`config.mk`:
```
export PLATFORM = sky130hd
export DESIGN_NAME = cpu_run_controller
export DESIGN_NICKNAME = d
export VERILOG_FILES = /design/src/rtl/cpu_run_controller.sv
export SDC_FILE = /design/constraint.sdc
export NUM_CORES = 1
export LEC_CHECK = 0
export ABC_CLOCK_PERIOD_IN_PS = 2650
export BUFFER_PORTS_ARGS = -buffer_cell sky130_fd_sc_hd__buf_2
export CAP_MARGIN = 0
export CORE_MARGIN = 3
export CORE_UTILIZATION = 30
export DETAILED_ROUTE_END_ITERATION = 8
export MAX_ROUTING_LAYER = met4
export PLACE_DENSITY_LB_ADDON = 0.15
export SETUP_SLACK_MARGIN = 0.05
export SLEW_MARGIN = 40
export SYNTH_ARGS = -nofsm -noshare
export SYNTH_HDL_FRONTEND = slang
export SYNTH_SLANG_ARGS = --single-unit
```
`constraint.sdc`:
```
create_clock -name Clock -period 2.65 [get_ports Clock]
set_input_delay 0 -clock Clock [delete_from_list [all_inputs] [get_ports Clock]]
set_output_delay 0 -clock Clock [all_outputs]
set_load 0.05 [all_outputs]
```
`src/rtl/cpu_run_controller.sv`:
```
// Run/step/halt sequencer generating a one-cycle clock-enable for the single-cycle CPU.
// Define CPU_CTRL_BREAKPOINT_EN to enable the PC breakpoint (BREAK state); otherwise it is never entered.
module cpu_run_controller #(
  parameter int unsigned DEBOUNCE_CYCLES = 20,
  parameter int unsigned RUN_DIV         = 4,
  parameter int unsigned PC_WIDTH        = 32
) (
  input  logic                Clock,
  input  logic                Reset,
  input  logic                RunSwitch,
  input  logic                StepButton,
  input  logic                HaltRequest,
  input  logic [PC_WIDTH-1:0] Pc,
  input  logic [PC_WIDTH-1:0] BreakAddr,
  input  logic                BreakEnable,
  output logic                CpuEnable,
  output logic [1:0]          State,
  output logic                Halted,
  output logic [23:0]         CycleCount
);

  localparam int unsigned DEB_W = (DEBOUNCE_CYCLES > 1) ? $clog2(DEBOUNCE_CYCLES) : 1;
  localparam int unsigned DIV_W = (RUN_DIV > 1) ? $clog2(RUN_DIV) : 1;
  localparam int unsigned CNT_W = 24;

  typedef enum logic [1:0] {
    ST_IDLE  = 2'b00,
    ST_RUN   = 2'b01,
    ST_STEP  = 2'b10,
    ST_BREAK = 2'b11
  } state_t;

  state_t             state, state_nxt;
  logic               btn_meta, btn_sync, btn_stable, btn_stable_d;
  logic [DEB_W-1:0]   deb_cnt;
  logic               step_pulse;
  logic [DIV_W-1:0]   presc, presc_nxt;
  logic               skip_bp, skip_bp_nxt;
  logic               bp_hit, issue, fire;
  logic               cpu_en_d, halted_d;
  logic               cpu_en_q, halted_q;
  logic [CNT_W-1:0]   cycle_cnt;

  // Button synchroniser and debouncer; stable only follows after DEBOUNCE_CYCLES agreeing samples
  always_ff @(posedge Clock) begin
    if (Reset) begin
      btn_meta     <= 1'b0;
      btn_sync     <= 1'b0;
      btn_stable   <= 1'b0;
      btn_stable_d <= 1'b0;
      deb_cnt      <= '0;
    end else begin
      btn_meta     <= StepButton;
      btn_sync     <= btn_meta;
      btn_stable_d <= btn_stable;
      if (btn_sync == btn_stable) begin
        deb_cnt <= '0;
      end else if (deb_cnt == DEB_W'(DEBOUNCE_CYCLES - 1)) begin
        btn_stable <= btn_sync;
        deb_cnt    <= '0;
      end else begin
        deb_cnt <= deb_cnt + DEB_W'(1);
      end
    end
  end

  assign step_pulse = btn_stable & ~btn_stable_d;
  assign issue      = (presc == DIV_W'(RUN_DIV - 1));

`ifdef CPU_CTRL_BREAKPOINT_EN
  assign bp_hit = BreakEnable && (Pc == BreakAddr);
`else
  logic bp_unused;
  assign bp_hit    = 1'b0;
  assign bp_unused = ^{Pc, BreakAddr, BreakEnable};
`endif

  // State register
  always_ff @(posedge Clock) begin
    if (Reset) state <= ST_IDLE;
    else       state <= state_nxt;
  end

  // Next-state logic, prescaler and breakpoint-skip bookkeeping
  always_comb begin
    state_nxt   = state;
    presc_nxt   = presc;
    skip_bp_nxt = skip_bp;
    fire        = 1'b0;
    case (state)
      ST_IDLE: begin
        presc_nxt = '0;
        if (RunSwitch && !HaltRequest) begin
          state_nxt   = ST_RUN;
          skip_bp_nxt = 1'b1;
        end else if (step_pulse) begin
          state_nxt = ST_STEP;
        end
      end
      ST_RUN: begin
        if (HaltRequest || !RunSwitch) begin
          state_nxt = ST_IDLE;
          presc_nxt = '0;
        end else if (issue) begin
          presc_nxt = '0;
          if (bp_hit && !skip_bp) begin
            state_nxt = ST_BREAK;
          end else begin
            fire        = 1'b1;
            skip_bp_nxt = 1'b0;
          end
        end else begin
          presc_nxt = presc + DIV_W'(1);
        end
      end
      ST_STEP: state_nxt = ST_IDLE;
      ST_BREAK: begin
        if (step_pulse)      state_nxt = ST_STEP;
        else if (!RunSwitch) state_nxt = ST_IDLE;
      end
      default: state_nxt = ST_IDLE;
    endcase
  end

  // Output decode; the enable coincides with the STEP state or follows a RUN issue point
  always_comb begin
    cpu_en_d = fire || (state_nxt == ST_STEP);
    halted_d = (state_nxt == ST_IDLE) || (state_nxt == ST_BREAK);
  end

  always_ff @(posedge Clock) begin
    if (Reset) begin
      presc     <= '0;
      skip_bp   <= 1'b0;
      cpu_en_q  <= 1'b0;
      halted_q  <= 1'b1;
      cycle_cnt <= '0;
    end else begin
      presc    <= presc_nxt;
      skip_bp  <= skip_bp_nxt;
      cpu_en_q <= cpu_en_d;
      halted_q <= halted_d;
      if (cpu_en_d) cycle_cnt <= cycle_cnt + CNT_W'(1);
    end
  end

  assign CpuEnable  = cpu_en_q;
  assign State      = state;
  assign Halted     = halted_q;
  assign CycleCount = cycle_cnt;

endmodule

```
==> flow_summary.toml, run 1 <==
[power_and_ir_drop]
power_density_mw_per_mm2 = 522
p_clk_share_pct = 44.7
vdd_drop_max_mv = 0.177
leakagePower_nw = 0.791
seqPwrFrac_pct = 52.9
power.switching_w = 0.000238
p_int_w = 0.000877
p_comb_share_pct = 2.4
swShare_pct = 21.3

[logic_synthesis]
synth_ff_type = "dfxtp_1"
syn-num-nets = 275
synth_edf_count = 0
synth_area_leaders = "dfxtp_1, a21oi_1, o31ai_1"
ys_seq_area_share_pct = 44.2
synth_top_area_share_pct = 44.2
ys_ff_latch = 39
ys_async_sr_fraction_pct = 0
synth_area_leader_cell = "dfxtp_1"
ys_types = 38
synthCells = 201
synthesis.area_mm2 = 0.00177
synth.avg_cell_area_um2 = 8.79
yosys_warnings = 0

[clock_network]
path_clk_slew_ns = 0.08
clock_latency_ns = 0.30
numClockSinks = 39
cts-buffers-inserted = 5
clockBufferDepth = 2
h-tree-depth = 2
cts-root-buf = "clkbuf_8"
cts_tree = "done"

[timing]
setup_viol = 0
min_period_ns = 2.32
worst-slew-pin-transition_ns = 0.668
tns_ns = 0
layout_setup_ws_ns = 0.326
max_freq_mhz = 430
rsz0062_at_grt = "no"
hold_viol_final = 0
drv_slew = 0
fin_worst_skew_ns = 0.00544
slew_headroom_pct = 55.5
period_share_pct = 87.7

[placement]
place.gp.congestion = 0.738
place.detailed.hpwl_um = 2700
numPortBuffers = 32
placed_cell_area_mm2 = 0.00200
post-place-ws_ns = 0.273

[die]
fp.dieW_um = 82.7
die-height_um = 82.7
core_mm2 = 0.00561
core.rowCount = 27
num_io_pins = 98
die_area_mm2 = 0.00685
start_util_pct = 31.5

[final_layout]
multi_input_area_um2 = 926
drive_above_1_share_pct = 21.5
num_antenna_cells = 0
area_growth_pct = 20.8
num-fill-cells = 590
final-seq-area_um2 = 781
fin_nets = 310
design_area_mm2 = 0.00213
final_common_cell = "dfxtp_1"
final_cell_mix = "dfxtp_1, buf_2, a21oi_1, nor2_1"

[detailed_routing]
dr.pass1.iters = 4
drc = 0
drt_iter0_drc = 40
ant_nets = 0
vias = 1588
routed_via_density = 5.14
wl_um = 3970
wl_per_cell_um = 12.8

[grt]
grt.overflow.total = 0
grt_max_degree = 36
grt_usage_pct = 13.3
antenna_found_initial = 0
grt_pass1_wl_um = 6760
grt_pass1_vias = 1393

[worst_hold_path]
hold_depth = 4
hold_start = "HaltRequest"
hp-class = "in -> reg"

[critical_path]
worstPathArrival_ns = 2.55
path_buf_inv = 1
path_delay_family = "simple AND/OR/NAND/NOR gates"
crit_path_end_kind = "flip-flop"
cp.depth = 9
r2r-start = "btn_stable"
cpPeakStageDelay_ns = 0.51
reg2regPathDepth = 9
cp_common_cell = "a21oi_1"
r2r-end = "CycleCount[15]"
worstSetupStartpointType = "flip-flop"
cp_max_fo = 19
crit_path_start = "btn_stable"
rrSetupSlack_ns = 0.33
required_ns = 2.87
crit_slowest_cell = "or4_1"
crit_type = "reg -> reg"
endpoint = "CycleCount[15]"
path_cells = "nor2b_2 > o21ai_0 > o31ai_1 > ha_1 > and4_1 > a21oi_1 > buf_4 > or4_1 > a21oi_1"

[flow_run]
maxCapViolCount = 0

[status]
run_status = "finished clean"
## cells by family (layout without fill, tap and decap cells)
| family | Yosys count | count (layout) | share of synthesized area (%) |
|---|---|---|---|
| AOI/OAI and AO/OA | 51 | 51 | 17.1 |
| and+or+nand+nor | 84 | 84 | 28.0 |
| xor gates and xnor gates | 7 | 7 | 3.47 |
| adders and majority gates | 4 | 4 | 2.83 |
| buffers and inverters | 15 | 51 | 3.75 |
| muxes | 1 | 1 | 0.567 |
| DFF | 39 | 39 | 44.2 |
## metrics by stage
step	hold WS, ns	power (W)	cells	util, %
final	0.0515	0.00112	309	38.1
after global routing	0.0754	0.00116	309	38.1
after CTS	0.0350	0.00114	309	38.0
after detailed placement	0.221	0.000629	299	35.7
after global placement	0.214	0.000629	299	35.6
after floorplan	0.128	0.000621	201	-
## metal layers
layer | part of all wire [%] | track usage, % | vias to the layer above
met5 | 0 | - | -
met4 | 2.0 | 6.37 | 0
met3 | 4.5 | 3.04 | 7
met2 | 44 | 19.1 | 24
met1 | 50 | 17.6 | 731
li1 | - | - | 826
## cell usage after synthesis (5+ instances only)
cell      count
a21oi_1      24
and4_1        5
clkbuf_1      5
dfxtp_1      39
inv_1         6
nand2_1      12
nand3_1      13
nor2_1       14
nor2b_1       5
o21ai_0       8
o31ai_1      13
or3_1         6
or4_1        13
## flip-flops by register name, summed over array words and instances (netlist names)
register      cells
deb_cnt           5
btn_stable_d      1
btn_sync          1
presc             2
State             2
CpuEnable         1
btn_meta          1
Halted            1
CycleCount       24
btn_stable        1
## power groups by stage
stage / Sequential (W) / Clock [W] / Combinational (W)
after floorplan: 0.000608 / 0 / 0.0000124
final: 0.000590 / 0.000498 / 0.0000265
after detailed placement: 0.000604 / 0 / 0.0000249
after global placement: 0.000604 / 0 / 0.0000247
after CTS: 0.000590 / 0.000519 / 0.0000271
after global routing: 0.000591 / 0.000538 / 0.0000297
## worst reg2reg max path: stages, from the launching register on
cell     delay [ns]
dfxtp_1        0.33
nor2b_2        0.18
o21ai_0        0.10
o31ai_1        0.29
ha_1           0.24
and4_1         0.20
a21oi_1        0.04
buf_4          0.20
or4_1          0.51
a21oi_1        0.16
## worst min-delay path by stage
stage | end | slack (ns)
floorplan | btn_meta | 0.13
global placement | btn_meta | 0.21
detailed placement | btn_meta | 0.22
CTS | State[0] | 0.04
global route | State[0] | 0.08
finish | State[0] | 0.05
## layout make-up
type | count | share of cell area, %
Clock buffer | 5 | 3.22
Clock inverter | 3 | 2.05
Timing Repair Buffer | 37 | 9.50
Inverter | 6 | 1.06
Multi-Input combinational cell | 147 | 43.4
Sequential cell | 39 | 36.6
Tap cell | 72 | 4.22
## what timing repair did
action                                  4_1_cts  5_1_grt
hold buffers                                  2        0
endpoints found under the setup margin        0        1
hold endpoints to repair                      2        0
setup buffers                                 0        0
resized for setup                             0        1
(Power assumes the default switching activity.)
==> run 2: changes to the inputs <==
--- a/config.mk
+++ b/config.mk
@@ -13,2 +13,3 @@
 export DETAILED_ROUTE_END_ITERATION = 8
+export GPL_ROUTABILITY_DRIVEN = 0
 export MAX_ROUTING_LAYER = met4
--- a/constraint.sdc
+++ b/constraint.sdc
@@ -3,2 +3,2 @@
 set_output_delay 0 -clock Clock [all_outputs]
-set_load 0.05 [all_outputs]
+set_load 0.1 [all_outputs]
==> run 2 against run 1 <==
Against the previous run:
- final area is 0.47% lower
- clock power is 18% lower
- first-iteration DRC count is 90% higher
- flip-flop and latch count stayed put
- critical path depth stayed put
- critical path type unchanged
==> flow_summary.toml, run 2 (synthesized netlist as in run 1, its figures left out) <==
[status]
run_status = "finished clean"

[timing]
tns_ns = 0
hold_viol_final = 0
fin_worst_skew_ns = 0.00922
slew_headroom_pct = 55.9
drv_slew = 0
worst-slew-pin-transition_ns = 0.661
rsz0062_at_grt = "no"
setup_viol = 0
min_period_ns = 2.39
max_freq_mhz = 419
period_share_pct = 90.1

[die]
die-height_um = 82.7
core_mm2 = 0.00561
fp.dieW_um = 82.7
die_area_mm2 = 0.00685
core.rowCount = 27
num_io_pins = 98
start_util_pct = 31.5

[final_layout]
final_common_cell = "dfxtp_1"
final_cell_mix = "dfxtp_1, buf_2, a21oi_1, nor2_1"
design_area_mm2 = 0.00212
largest_register_ffs = 24
num-fill-cells = 619
num_antenna_cells = 0
drive_above_1_share_pct = 22.3
area_growth_pct = 20.3
fin_nets = 312

[clock_network]
numClockSinks = 39
cts-buffers-inserted = 5
clockBufferDepth = 2
cts-root-buf = "clkbuf_8"
h-tree-depth = 2
clock_latency_ns = 0.29
post_cts_buffers = 0
path_clk_slew_ns = 0.07
cts_tree = "done"
cts_hold_buf = 2
post_cts_resized = 0

[critical_path]
crit_path_end_kind = "flip-flop"
required_ns = 2.86
r2r-start = "btn_stable"
worstSetupStartpointType = "flip-flop"
worstPathArrival_ns = 2.60
crit_type = "reg -> reg"
crit_path_start = "btn_stable"
cp_max_fo = 19

[grt]
grt_usage_pct = 13.3
antenna_found_initial = 0
grt_max_degree = 36
grt_pass1_vias = 1495
grt_pass1_wl_um = 6860
grt.overflow.total = 0

[detailed_routing]
ant_nets = 0
wl_per_cell_um = 13.0
routed_via_density = 5.16
wl_um = 4020
vias = 1600
dr.pass1.iters = 4
drt_iter0_drc = 76
drc = 0

[worst_hold_path]
hold_start = "HaltRequest"
hp-class = "in -> reg"

[placement]
numPortBuffers = 32
placed_cell_area_mm2 = 0.00202
place.detailed.hpwl_um = 2770

[power_and_ir_drop]
leakagePower_nw = 0.790
power_density_mw_per_mm2 = 484
finalPower_w = 0.00103
vdd_drop_max_mv = 0.197

[flow_run]
maxCapViolCount = 0
## run 2: cell types whose count changed in the layout (fill, tap and decap cells not counted)
| cell | delta |
|---|---|
| clkinv_4 | -1 |
| dfxtp_2 | +2 |
| nor2b_2 | -1 |
| buf_4 | +2 |
| dfxtp_1 | -2 |
| clkbuf_8 | +1 |
| bufinv_16 | -1 |
| nor2b_1 | +1 |
## run 2: worst paths after layout
check                   endpoint  cells after the start  slack (ns)
setup / recovery  CycleCount[17]                      9        0.26
hold / removal          State[0]                      4        0.06
setup reg to reg  CycleCount[17]                      9        0.26
hold reg to reg         btn_sync                      1        0.44
## run 2: routing by layer
layer	track usage, %	share of wire, %
met1	17.0	50
met2	20.6	45
met3	3.15	3.9
met4	4.41	0.99
met5	-	0
## run 2: critical path, stage by stage, from the launching register on
cell,delay (ns)
dfxtp_1,0.33
nor2b_1,0.23
o21ai_0,0.12
o31ai_1,0.29
ha_1,0.24
and4_1,0.20
a21oi_1,0.04
buf_4,0.20
or4_1,0.52
a21oi_1,0.14
## run 2: cell type report
| type | instances | area (µm²) | area share [%] |
|---|---|---|---|
| well taps | 72 | 90.1 | 4.24 |
| multi-input cells | 147 | 923 | 43.5 |
| flip-flops and latches | 39 | 783 | 36.9 |
| inverters | 6 | 22.5 | 1.06 |
| clock buffers | 6 | 82.6 | 3.89 |
| clock inverters | 1 | 5.00 | 0.236 |
| repair buffers | 39 | 218 | 10.2 |
## run 2: per-stage QoR
stage	std cells	utilization (%)	hold WS (ns)	setup WS (ns)
2_1_floorplan	201	-	0.128	0.185
3_3_place_gp	301	35.9	0.209	0.301
3_5_place_dp	301	36.0	0.221	0.313
4_1_cts	310	37.9	0.0515	0.277
5_1_grt	310	37.9	0.104	0.0510
6_report	310	37.9	0.0559	0.261
## run 2: power by group
part           leakage [nW]   total, W  switching, W  internal, W
registers             0.316   0.000591    0.00000174     0.000589
clock network        0.0470   0.000407      0.000203     0.000204
logic                 0.427  0.0000311     0.0000228   0.00000827
total                 0.790    0.00103      0.000227     0.000802
==> run 3: changes to the inputs <==
==> constraint.sdc (replaced) <==
create_clock -name Clock -period 2.65 [get_ports Clock]
set_input_delay 0.265 -clock Clock [delete_from_list [all_inputs] [get_ports Clock]]
set_output_delay 0.265 -clock Clock [all_outputs]
set_load 0.1 [all_outputs]
==> run 3 against run 2 <==
Against the previous run:
- worst hold slack better by 0.14 ns
- utilization is 0.36 points lower
- wire length hardly changed
- cell count is 0.65% lower
- global-route usage is 0.093 points lower
- clock skew hardly changed
- count of clock-buffer cells in the layout stayed put
- worst setup slack worse by 0.00061 ns
- final area is 0.94% lower
==> flow_summary.toml, run 3 (synthesized netlist as in run 1, its figures left out) <==
[status]
run_status = "finished clean"

[placement]
numPortBuffers = 32
place.detailed.hpwl_um = 2770
post-place-ws_ns = 0.313

[timing]
min_period_ns = 2.39
drv_slew = 0
tns_ns = 0
worst-slew-pin-transition_ns = 0.659
max_freq_mhz = 419
layout_setup_ws_ns = 0.261
hold_viol_final = 0
rsz0062_at_grt = "no"
period_share_pct = 90.2
fin_worst_skew_ns = 0.00906
setup_viol = 0
slew_headroom_pct = 56.1

[grt]
antenna_found_initial = 0
grt_pass1_wl_um = 6800
grt_pass1_vias = 1481
grt_max_degree = 36
grt_usage_pct = 13.2
grt.overflow.total = 0

[detailed_routing]
vias = 1593
wl_um = 4020
drc = 0
drt_iter0_drc = 76
wl_per_cell_um = 13.0
ant_nets = 0
dr.pass1.iters = 4
routed_via_density = 5.17

[worst_hold_path]
hp-class = "in -> reg"
hold_start = "StepButton"
hold_depth = 2
hold_end = "btn_meta"

[power_and_ir_drop]
power_density_mw_per_mm2 = 488
vdd_drop_max_mv = 0.197
leakagePower_nw = 0.781

[critical_path]
worstPathArrival_ns = 2.60
path_buf_inv = 1
path_delay_family = "simple AND/OR/NAND/NOR gates"
crit_slowest_cell = "or4_1"
crit_type = "reg -> reg"
rrSetupSlack_ns = 0.26
path_cells = "nor2b_1 > o21ai_0 > o31ai_1 > ha_1 > and4_1 > a21oi_1 > buf_4 > or4_1 > a21oi_1"
cp_max_fo = 19
worstSetupStartpointType = "flip-flop"
cpPeakStageDelay_ns = 0.52
crit_path_start = "btn_stable"
cp_common_cell = "a21oi_1"
r2r-end = "CycleCount[17]"
reg2regPathDepth = 9
r2r-start = "btn_stable"
crit_path_end_kind = "flip-flop"
required_ns = 2.86

[final_layout]
area_growth_pct = 19.1
final_cell_mix = "dfxtp_1, buf_2, a21oi_1, nor2_1"
num_antenna_cells = 0
final_common_cell = "dfxtp_1"
final_core_util_pct = 37.5
num-fill-cells = 621
drive_above_1_share_pct = 22.5
fin_nets = 310
largest_register_ffs = 24

[clock_network]
clock_latency_ns = 0.29
cts-buffers-inserted = 5
post_cts_resized = 0
post_cts_buffers = 0
cts-root-buf = "clkbuf_8"
path_clk_slew_ns = 0.07
cts_tree = "done"
h-tree-depth = 2
clockBufferDepth = 2
numClockSinks = 39
cts_hold_buf = 0

[die]
core.rowCount = 27
die-height_um = 82.7
start_util_pct = 31.5
fp.dieW_um = 82.7
die_area_mm2 = 0.00685
core_mm2 = 0.00561
num_io_pins = 98

[flow_run]
maxCapViolCount = 0
[run 3: per-stage QoR]
stage / instance area (µm²) / cells / power [W] / hold WS, ns
after floorplan: 1770 / 201 / 0.000626 / 0.393
after global placement: 2010 / 301 / 0.000633 / 0.416
after detailed placement: 2020 / 301 / 0.000634 / 0.427
after CTS: 2100 / 308 / 0.00104 / 0.186
after global routing: 2100 / 308 / 0.00106 / 0.241
final: 2100 / 308 / 0.00103 / 0.191
[run 3: worst reg2reg max path, cell delays in order, from the launching register on]
cell,delay (ns)
dfxtp_1,0.33
nor2b_1,0.23
o21ai_0,0.12
o31ai_1,0.29
ha_1,0.24
and4_1,0.20
a21oi_1,0.04
buf_4,0.20
or4_1,0.52
a21oi_1,0.14
[run 3: report_power, final]
| part | internal, W | switching, W |
|---|---|---|
| logic | 0.00000636 | 0.0000224 |
| clock network | 0.000204 | 0.000203 |
| registers | 0.000589 | 0.00000175 |
| total | 0.000800 | 0.000227 |
[run 3: layout make-up]
cell class / count / area, µm² / area share (%)
tap: 72 / 90.1 / 4.28
clock inverter: 1 / 5.00 / 0.238
timing repair buffer: 37 / 198 / 9.39
multi-input combinational: 147 / 923 / 43.9
sequential: 39 / 783 / 37.2
clock buffer: 6 / 82.6 / 3.92
inverter: 6 / 22.5 / 1.07
[run 3: how the worst max path moves through the flow]
stage,depth (start not counted),endpoint,slack [ns]
3_5_place_dp,9,CycleCount[15],0.31
6_report,9,CycleCount[17],0.26
3_3_place_gp,9,CycleCount[17],0.30
4_1_cts,9,CycleCount[17],0.28
2_1_floorplan,6,CycleCount[18],0.18
5_1_grt,9,CycleCount[17],0.05
[run 3: per-layer routing]
layer  part of all wire [%]  track usage [%]  routed length, µm
met4                    1.0             4.41                 40
met2                     45             20.4               1800
met3                    4.2             3.15                169
met5                      0                -                  0
met1                     50             17.0               2010
